[config.mk]
export PLATFORM = sky130hd
export DESIGN_NAME = mem_port_arbiter_flat
export DESIGN_NICKNAME = d
export VERILOG_FILES = /design/src/rtl/mem_arb_pkg.sv /design/src/rtl/mem_port_arbiter_if.sv /design/src/rtl/mem_arb_stats.sv /design/src/rtl/mem_port_arbiter.sv /design/src/flat_wrapper.sv
export SDC_FILE = /design/constraint.sdc
export NUM_CORES = 1
export LEC_CHECK = 0
export CORE_ASPECT_RATIO = 1.2
export CORE_MARGIN = 1.5
export CORE_UTILIZATION = 46
export DETAILED_ROUTE_END_ITERATION = 16
export PLACE_DENSITY = 0.86
export SETUP_SLACK_MARGIN = 0.02
export SLEW_MARGIN = 20
export SYNTH_ARGS = -nofsm -noshare
export SYNTH_HDL_FRONTEND = slang
export SYNTH_SLANG_ARGS = --single-unit
[constraint.sdc]
create_clock -name CLK -period 2.2 [get_ports CLK]
set_input_delay 0.22 -clock CLK [delete_from_list [all_inputs] [get_ports CLK]]
set_output_delay 0.22 -clock CLK [all_outputs]
set_load 0.02 [all_outputs]
[src/rtl/mem_arb_pkg.sv]
// Shared constants and types for the CPU/DMA unified-memory port arbiter.
package mem_arb_pkg;

  localparam int unsigned ADDR_W_DEF = 16;
  localparam int unsigned DATA_W_DEF = 16;
  localparam int unsigned STAT_W     = 16;
  // Wide enough for MAX_WAIT up to 15.
  localparam int unsigned WAIT_W     = 4;

  typedef enum logic [1:0] {
    ST_IDLE    = 2'd0,
    ST_ACCESS  = 2'd1,
    ST_RD_DATA = 2'd2
  } arb_state_e;

  typedef enum logic {
    ID_CPU = 1'b0,
    ID_DMA = 1'b1
  } req_id_e;

endpackage

[src/rtl/mem_port_arbiter_if.sv]
// Requester-side memory access channel: req/gnt handshake plus read return.
interface mem_port_arbiter_if
  import mem_arb_pkg::*;
#(
  parameter int unsigned ADDR_W = ADDR_W_DEF,
  parameter int unsigned DATA_W = DATA_W_DEF
);

  logic              req;
  logic              we;
  logic [ADDR_W-1:0] addr;
  logic [DATA_W-1:0] wdata;
  logic              gnt;
  logic              rvalid;
  logic [DATA_W-1:0] rdata;

  modport master (
    output req, we, addr, wdata,
    input  gnt, rvalid, rdata
  );

  modport slave (
    input  req, we, addr, wdata,
    output gnt, rvalid, rdata
  );

endinterface

[src/rtl/mem_arb_stats.sv]
// Saturating grant/conflict counters for the memory port arbiter.
// Present only when ARB_STATS_EN is defined.
`ifdef ARB_STATS_EN
module mem_arb_stats
  import mem_arb_pkg::*;
(
  input  logic              CLK,
  input  logic              Reset_n,
  input  logic              cpu_gnt,
  input  logic              dma_gnt,
  input  logic              conflict,
  output logic [STAT_W-1:0] stat_cpu_cnt,
  output logic [STAT_W-1:0] stat_dma_cnt,
  output logic [STAT_W-1:0] stat_conflict_cnt
);

  // Each counter sticks at all-ones instead of wrapping.
  always_ff @(posedge CLK or negedge Reset_n) begin
    if (!Reset_n) begin
      stat_cpu_cnt      <= '0;
      stat_dma_cnt      <= '0;
      stat_conflict_cnt <= '0;
    end else begin
      if (cpu_gnt && !(&stat_cpu_cnt))
        stat_cpu_cnt <= stat_cpu_cnt + STAT_W'(1);
      if (dma_gnt && !(&stat_dma_cnt))
        stat_dma_cnt <= stat_dma_cnt + STAT_W'(1);
      if (conflict && !(&stat_conflict_cnt))
        stat_conflict_cnt <= stat_conflict_cnt + STAT_W'(1);
    end
  end

endmodule
`endif

[src/rtl/mem_port_arbiter.sv]
// Shares one unified memory between the CPU and a DMA/IO requester.
// CPU has priority; DMA wins after MAX_WAIT consecutive lost arbitrations.
// Optional statistics counters are built when ARB_STATS_EN is defined.
module mem_port_arbiter
  import mem_arb_pkg::*;
#(
  parameter int unsigned ADDR_W   = ADDR_W_DEF,
  parameter int unsigned DATA_W   = DATA_W_DEF,
  parameter int unsigned MAX_WAIT = 4
) (
  input  logic               CLK,
  input  logic               Reset_n,
  mem_port_arbiter_if.slave  cpu,
  mem_port_arbiter_if.slave  dma,
  output logic               cpu_stall,
  output logic [ADDR_W-1:0]  mem_addr,
  output logic [DATA_W-1:0]  mem_wdata,
  output logic               mem_we,
`ifdef ARB_STATS_EN
  output logic [STAT_W-1:0]  stat_cpu_cnt,
  output logic [STAT_W-1:0]  stat_dma_cnt,
  output logic [STAT_W-1:0]  stat_conflict_cnt,
`endif
  input  logic [DATA_W-1:0]  mem_rdata
);

  arb_state_e        state_q, state_d;
  req_id_e           win_q, win_d;
  logic              we_q, we_d;
  logic [WAIT_W-1:0] wait_q, wait_d;
  logic [ADDR_W-1:0] addr_d;
  logic [DATA_W-1:0] wdata_d;
  logic              mem_we_d;
  logic              cpu_gnt_q, cpu_gnt_d, dma_gnt_q, dma_gnt_d;
  logic              cpu_rvalid_q, cpu_rvalid_d, dma_rvalid_q, dma_rvalid_d;
  logic [DATA_W-1:0] cpu_rdata_q, cpu_rdata_d, dma_rdata_q, dma_rdata_d;
  logic              dma_wins_c;

  // DMA wins when alone, or when the CPU has starved it MAX_WAIT times.
  assign dma_wins_c = dma.req & (~cpu.req | (wait_q == WAIT_W'(MAX_WAIT)));

  assign cpu.gnt    = cpu_gnt_q;
  assign cpu.rvalid = cpu_rvalid_q;
  assign cpu.rdata  = cpu_rdata_q;
  assign dma.gnt    = dma_gnt_q;
  assign dma.rvalid = dma_rvalid_q;
  assign dma.rdata  = dma_rdata_q;

  // Hold the CPU control FSM until its write is granted or its read returns.
  assign cpu_stall = cpu.req & ~(cpu_gnt_q & cpu.we) & ~cpu_rvalid_q;

  // FSM state register.
  always_ff @(posedge CLK or negedge Reset_n) begin
    if (!Reset_n) state_q <= ST_IDLE;
    else          state_q <= state_d;
  end

  // Next state, arbitration and next values of the port registers.
  always_comb begin
    state_d      = state_q;
    win_d        = win_q;
    we_d         = we_q;
    wait_d       = wait_q;
    addr_d       = mem_addr;
    wdata_d      = mem_wdata;
    mem_we_d     = 1'b0;
    cpu_gnt_d    = 1'b0;
    dma_gnt_d    = 1'b0;
    cpu_rvalid_d = 1'b0;
    dma_rvalid_d = 1'b0;
    cpu_rdata_d  = cpu_rdata_q;
    dma_rdata_d  = dma_rdata_q;
    case (state_q)
      ST_IDLE: begin
        if (cpu.req || dma.req) begin
          state_d = ST_ACCESS;
          if (dma_wins_c) begin
            win_d   = ID_DMA;
            we_d    = dma.we;
            addr_d  = dma.addr;
            wdata_d = dma.wdata;
          end else begin
            win_d   = ID_CPU;
            we_d    = cpu.we;
            addr_d  = cpu.addr;
            wdata_d = cpu.wdata;
          end
        end
        if (!dma.req || dma_wins_c)
          wait_d = '0;
        else if (cpu.req && (wait_q != WAIT_W'(MAX_WAIT)))
          wait_d = wait_q + WAIT_W'(1);
      end
      ST_ACCESS: begin
        mem_we_d  = we_q;
        cpu_gnt_d = (win_q == ID_CPU);
        dma_gnt_d = (win_q == ID_DMA);
        state_d   = we_q ? ST_IDLE : ST_RD_DATA;
      end
      ST_RD_DATA: begin
        if (win_q == ID_CPU) begin
          cpu_rdata_d  = mem_rdata;
          cpu_rvalid_d = 1'b1;
        end else begin
          dma_rdata_d  = mem_rdata;
          dma_rvalid_d = 1'b1;
        end
        state_d = ST_IDLE;
      end
      default: state_d = ST_IDLE;
    endcase
  end

  // Registered memory port, handshake outputs and per-requester read data.
  always_ff @(posedge CLK or negedge Reset_n) begin
    if (!Reset_n) begin
      win_q        <= ID_CPU;
      we_q         <= 1'b0;
      wait_q       <= '0;
      mem_addr     <= '0;
      mem_wdata    <= '0;
      mem_we       <= 1'b0;
      cpu_gnt_q    <= 1'b0;
      dma_gnt_q    <= 1'b0;
      cpu_rvalid_q <= 1'b0;
      dma_rvalid_q <= 1'b0;
      cpu_rdata_q  <= '0;
      dma_rdata_q  <= '0;
    end else begin
      win_q        <= win_d;
      we_q         <= we_d;
      wait_q       <= wait_d;
      mem_addr     <= addr_d;
      mem_wdata    <= wdata_d;
      mem_we       <= mem_we_d;
      cpu_gnt_q    <= cpu_gnt_d;
      dma_gnt_q    <= dma_gnt_d;
      cpu_rvalid_q <= cpu_rvalid_d;
      dma_rvalid_q <= dma_rvalid_d;
      cpu_rdata_q  <= cpu_rdata_d;
      dma_rdata_q  <= dma_rdata_d;
    end
  end

`ifdef ARB_STATS_EN
  logic conflict_c;

  // A conflict is an arbitration cycle with both requesters asking.
  assign conflict_c = (state_q == ST_IDLE) & cpu.req & dma.req;

  mem_arb_stats u_stats (
    .CLK               (CLK),
    .Reset_n           (Reset_n),
    .cpu_gnt           (cpu_gnt_q),
    .dma_gnt           (dma_gnt_q),
    .conflict          (conflict_c),
    .stat_cpu_cnt      (stat_cpu_cnt),
    .stat_dma_cnt      (stat_dma_cnt),
    .stat_conflict_cnt (stat_conflict_cnt)
  );
`endif

endmodule

[src/flat_wrapper.sv]
// flat-port wrapper written by rule: the top's interface ports become plain ports
module mem_port_arbiter_flat import mem_arb_pkg::*;
#(
  parameter int unsigned ADDR_W   = ADDR_W_DEF,
  parameter int unsigned DATA_W   = DATA_W_DEF,
  parameter int unsigned MAX_WAIT = 4
)
  (CLK, Reset_n, cpu_stall, mem_addr, mem_wdata, mem_we, mem_rdata, cpu_req, cpu_we, cpu_addr, cpu_wdata, cpu_gnt, cpu_rvalid, cpu_rdata, dma_req, dma_we, dma_addr, dma_wdata, dma_gnt, dma_rvalid, dma_rdata);
  mem_port_arbiter_if #(.ADDR_W(ADDR_W), .DATA_W(DATA_W)) cpu_i ();
  mem_port_arbiter_if #(.ADDR_W(ADDR_W), .DATA_W(DATA_W)) dma_i ();
  input  logic CLK;
  input  logic Reset_n;
  output logic cpu_stall;
  output logic [ADDR_W-1:0] mem_addr;
  output logic [DATA_W-1:0] mem_wdata;
  output logic mem_we;
  input  logic [DATA_W-1:0] mem_rdata;
  input wire logic [$bits(cpu_i.req)-1:0] cpu_req;
  input wire logic [$bits(cpu_i.we)-1:0] cpu_we;
  input wire logic [$bits(cpu_i.addr)-1:0] cpu_addr;
  input wire logic [$bits(cpu_i.wdata)-1:0] cpu_wdata;
  output wire logic [$bits(cpu_i.gnt)-1:0] cpu_gnt;
  output wire logic [$bits(cpu_i.rvalid)-1:0] cpu_rvalid;
  output wire logic [$bits(cpu_i.rdata)-1:0] cpu_rdata;
  input wire logic [$bits(dma_i.req)-1:0] dma_req;
  input wire logic [$bits(dma_i.we)-1:0] dma_we;
  input wire logic [$bits(dma_i.addr)-1:0] dma_addr;
  input wire logic [$bits(dma_i.wdata)-1:0] dma_wdata;
  output wire logic [$bits(dma_i.gnt)-1:0] dma_gnt;
  output wire logic [$bits(dma_i.rvalid)-1:0] dma_rvalid;
  output wire logic [$bits(dma_i.rdata)-1:0] dma_rdata;
  assign cpu_i.req = cpu_req;
  assign cpu_i.we = cpu_we;
  assign cpu_i.addr = cpu_addr;
  assign cpu_i.wdata = cpu_wdata;
  assign cpu_gnt = cpu_i.gnt;
  assign cpu_rvalid = cpu_i.rvalid;
  assign cpu_rdata = cpu_i.rdata;
  assign dma_i.req = dma_req;
  assign dma_i.we = dma_we;
  assign dma_i.addr = dma_addr;
  assign dma_i.wdata = dma_wdata;
  assign dma_gnt = dma_i.gnt;
  assign dma_rvalid = dma_i.rvalid;
  assign dma_rdata = dma_i.rdata;
  mem_port_arbiter #(.ADDR_W(ADDR_W), .DATA_W(DATA_W), .MAX_WAIT(MAX_WAIT)) u_core (.CLK(CLK), .Reset_n(Reset_n), .cpu(cpu_i), .dma(dma_i), .cpu_stall(cpu_stall), .mem_addr(mem_addr), .mem_wdata(mem_wdata), .mem_we(mem_we), .mem_rdata(mem_rdata));
endmodule
==> out/metrics.csv <==
metric;value;unit
status;complete, no violations;
layout.nets;543;
tightest_slew;939.1;ps
avgSynthCellArea;11.93;um2
p_int;4.722;mW
period_share;86.87;%
io_pins;156;
crit_required;1980;ps
powerDensity;1409;mW/mm2
ctsLongestPathBuffers;2;
netlist_instances;308;
max_stage_delay;640;ps
cap_violations;0;
final_antenna_net_count;0;
power;7.716;mW
cts_tree;done;
yosys_register_bits;77;
wirelength;9388;um
drv_slew;0;
row_count;35;
synthFlopType;dfrtp_1;
path_max_fanout;3;
cts_resized;0;
yosys_warnings;0;
synth_xor_area_share;0;%
peakVddDrop;0.0008940;V
async_reset_ff_share;100.0;%
syn_area;0.003674;mm2
grt-ovfl-total;0;
synth_fa_ha_area_share;0.6812;%
power_frac_clock;14.8;%
cts_num_sinks;77;
fin_skew;8.840;ps
synth_edf_count;0;
initial_core_util;47.66;%
netlist-cell-type-count;31;
synth_nets;396;
wl_per_cell;17.04;um
core_area;0.007707;mm2
finalSetupViolations;0;
p_comb_share;52.8;%
seq_power_share;32.4;%
diodes;0;
arrival;1690;ps
endpoint_kind;output port;
worstPathCellList;clkdlybuf4s50_1 > inv_1 > a211oi_1 > clkdlybuf4s50_1;
cp_common_cell;clkdlybuf4s50_1;
p_sw_share;38.80;%
cellLeakagePower;2.259;nW
switching_power;2.994;mW
grt_pass1_wl;15380;um
fmax;0.5232;GHz
die_x;84.58;um
die_y;100.9;um
cts-root-buf;clkbuf_8;
layout_common_cells;clkdlybuf4s50_1 (154), dfrtp_1 (77), inv_1 (39);
clock_latency;340;ps
gp_congestion;0.7734;
port_buffers;155;
slew_headroom;37.39;%
synth_top_family_by_area;compound AO/OA/AOI/OAI gates;
ys_seq_area_share;52.45;%
clkTransAtPathRegs;80;ps
crit_slowest_cell;clkdlybuf4s50_1;
track_usage;22.91;%
h-tree-depth;3;
setup_tns;0;ps
grt_start_max_net_pins;78;
synth-simple-area-share;13.79;%
post_cts_buffers;0;
drtIter0Drc;100;
cts-buffers-inserted;9;
drive_gt1_share;19.39;%
crit_type;primary input to output port;
via_count;3069;
fin_crit;1911;ps
die_area;0.008533;mm2
final_common_cell;clkdlybuf4s50_1;
rsz0062_at_grt;no;
grt_antenna_before_repair;0;
synthMuxAreaShare;10.35;%
area.growth.synth_to_final;49.08;%
cts_hold_buf;0;
hpwl;6653;um
final_hold_viol_count;0;
viasPerCell;5.570;
placed_area;0.005264;mm2
drcViolationCount;0;
synth_compound_area_share;14.34;%
stdcell_area;0.005477;mm2
place_inst;536;
grt_pass1_vias;3157;
drtPass1Iterations;4;
hold_class;primary input to asynchronous set/reset pin;
cp-start-kind;primary input;
finalNonFillerCells;551;
sequential cells by signal (all words and copies together), names as in the netlist, 2 cells and up:
signal / count
u_core.cpu.rdata: 16
u_core.wait_q: 4
u_core.mem_addr: 16
u_core.state_q: 2
u_core.dma.rdata: 16
u_core.mem_wdata: 16
final timing paths:
check | startpoint | to | slack [ps] | depth (start not counted)
worst min-delay path | Reset_n | u_core.dma.rdata[3]$_DFFE_PN0P_ | 20 | 1
worst min register to register | u_core.we_q$_DFFE_PN0P_ | u_core.state_q[1]$_DFFE_PN0P_ | 450 | 1
max in group asynchronous | Reset_n | u_core.cpu.rdata[5]$_DFFE_PN0P_ | 1580 | 1
min in group CLK | u_core.we_q$_DFFE_PN0P_ | u_core.state_q[1]$_DFFE_PN0P_ | 450 | 1
worst max-delay path | cpu_req | cpu_stall | 290 | 4
worst max register to register | u_core.wait_q[0]$_DFFE_PN0P_ | u_core.mem_addr[15]$_DFFE_PN0P_ | 510 | 6
kinds of logic (layout without fill, tap and decap cells):
kind of cell	count (synthesis)	count (layout)
AND/OR/NAND/NOR	85	85
flip-flops	77	77
buffers and inverters	68	219
AO/OA/AOI/OAI	42	42
multiplexers	34	34
adder cells (fa/ha/maj)	2	2
worst max-delay path: cells and delay by family:
kind	cells	cell delay, ps
buffers and inverters	3	1260
AO/OA/AOI/OAI	1	210
metal layers:
metal / GRT usage, % / wire [um]
met4: 9.429 / 141
met3: 4.013 / 515
met5: 0 / 0
met2: 40.84 / 4935
met1: 27.36 / 3795
stage by stage:
step	util (%)	hold WS, ps	setup WS [ps]
floorplan	-	-75.59	684.3
global placement	68.30	419.7	286.5
detailed placement	68.30	425.2	273.9
CTS	71.06	51.85	273.9
global route	71.06	85.21	238.2
finish	71.06	15.85	288.8
cells in the mapped netlist (2+ instances only):
master	n	area, um2
dfrtp_1	77	1927
inv_1	39	146.4
nand3_1	34	170.2
nand4_1	34	212.7
mux2_2	29	326.6
o221ai_2	29	435.4
clkbuf_1	16	60.06
buf_2	6	30.03
buf_6	5	56.30
o21ai_0	5	25.02
nor2_1	4	15.01
o221ai_1	4	35.03
mux2_1	3	33.78
buf_4	2	15.01
ha_1	2	25.02
mux2i_1	2	20.02
nand2_1	2	7.510
nand2b_1	2	12.51
area by class of cell:
type,count,area (um2)
multi-input combinational,163,1451
inverter,39,146.4
timing repair buffer,165,1624
sequential,77,1927
clock buffer,9,123.9
tap,92,115.1
fill,544,2231
clock inverter,6,88.84
power groups by stage:
stage	clock, mW	combinational (mW)	sequential [mW]
4_1_cts	1.17	4.12	2.50
5_1_grt	1.23	4.36	2.58
6_report	1.14	4.08	2.50
3_5_place_dp	0	4.11	2.52
2_1_floorplan	0	1.76	3.17
3_3_place_gp	0	4.01	2.48
(Power assumes the default switching activity.)
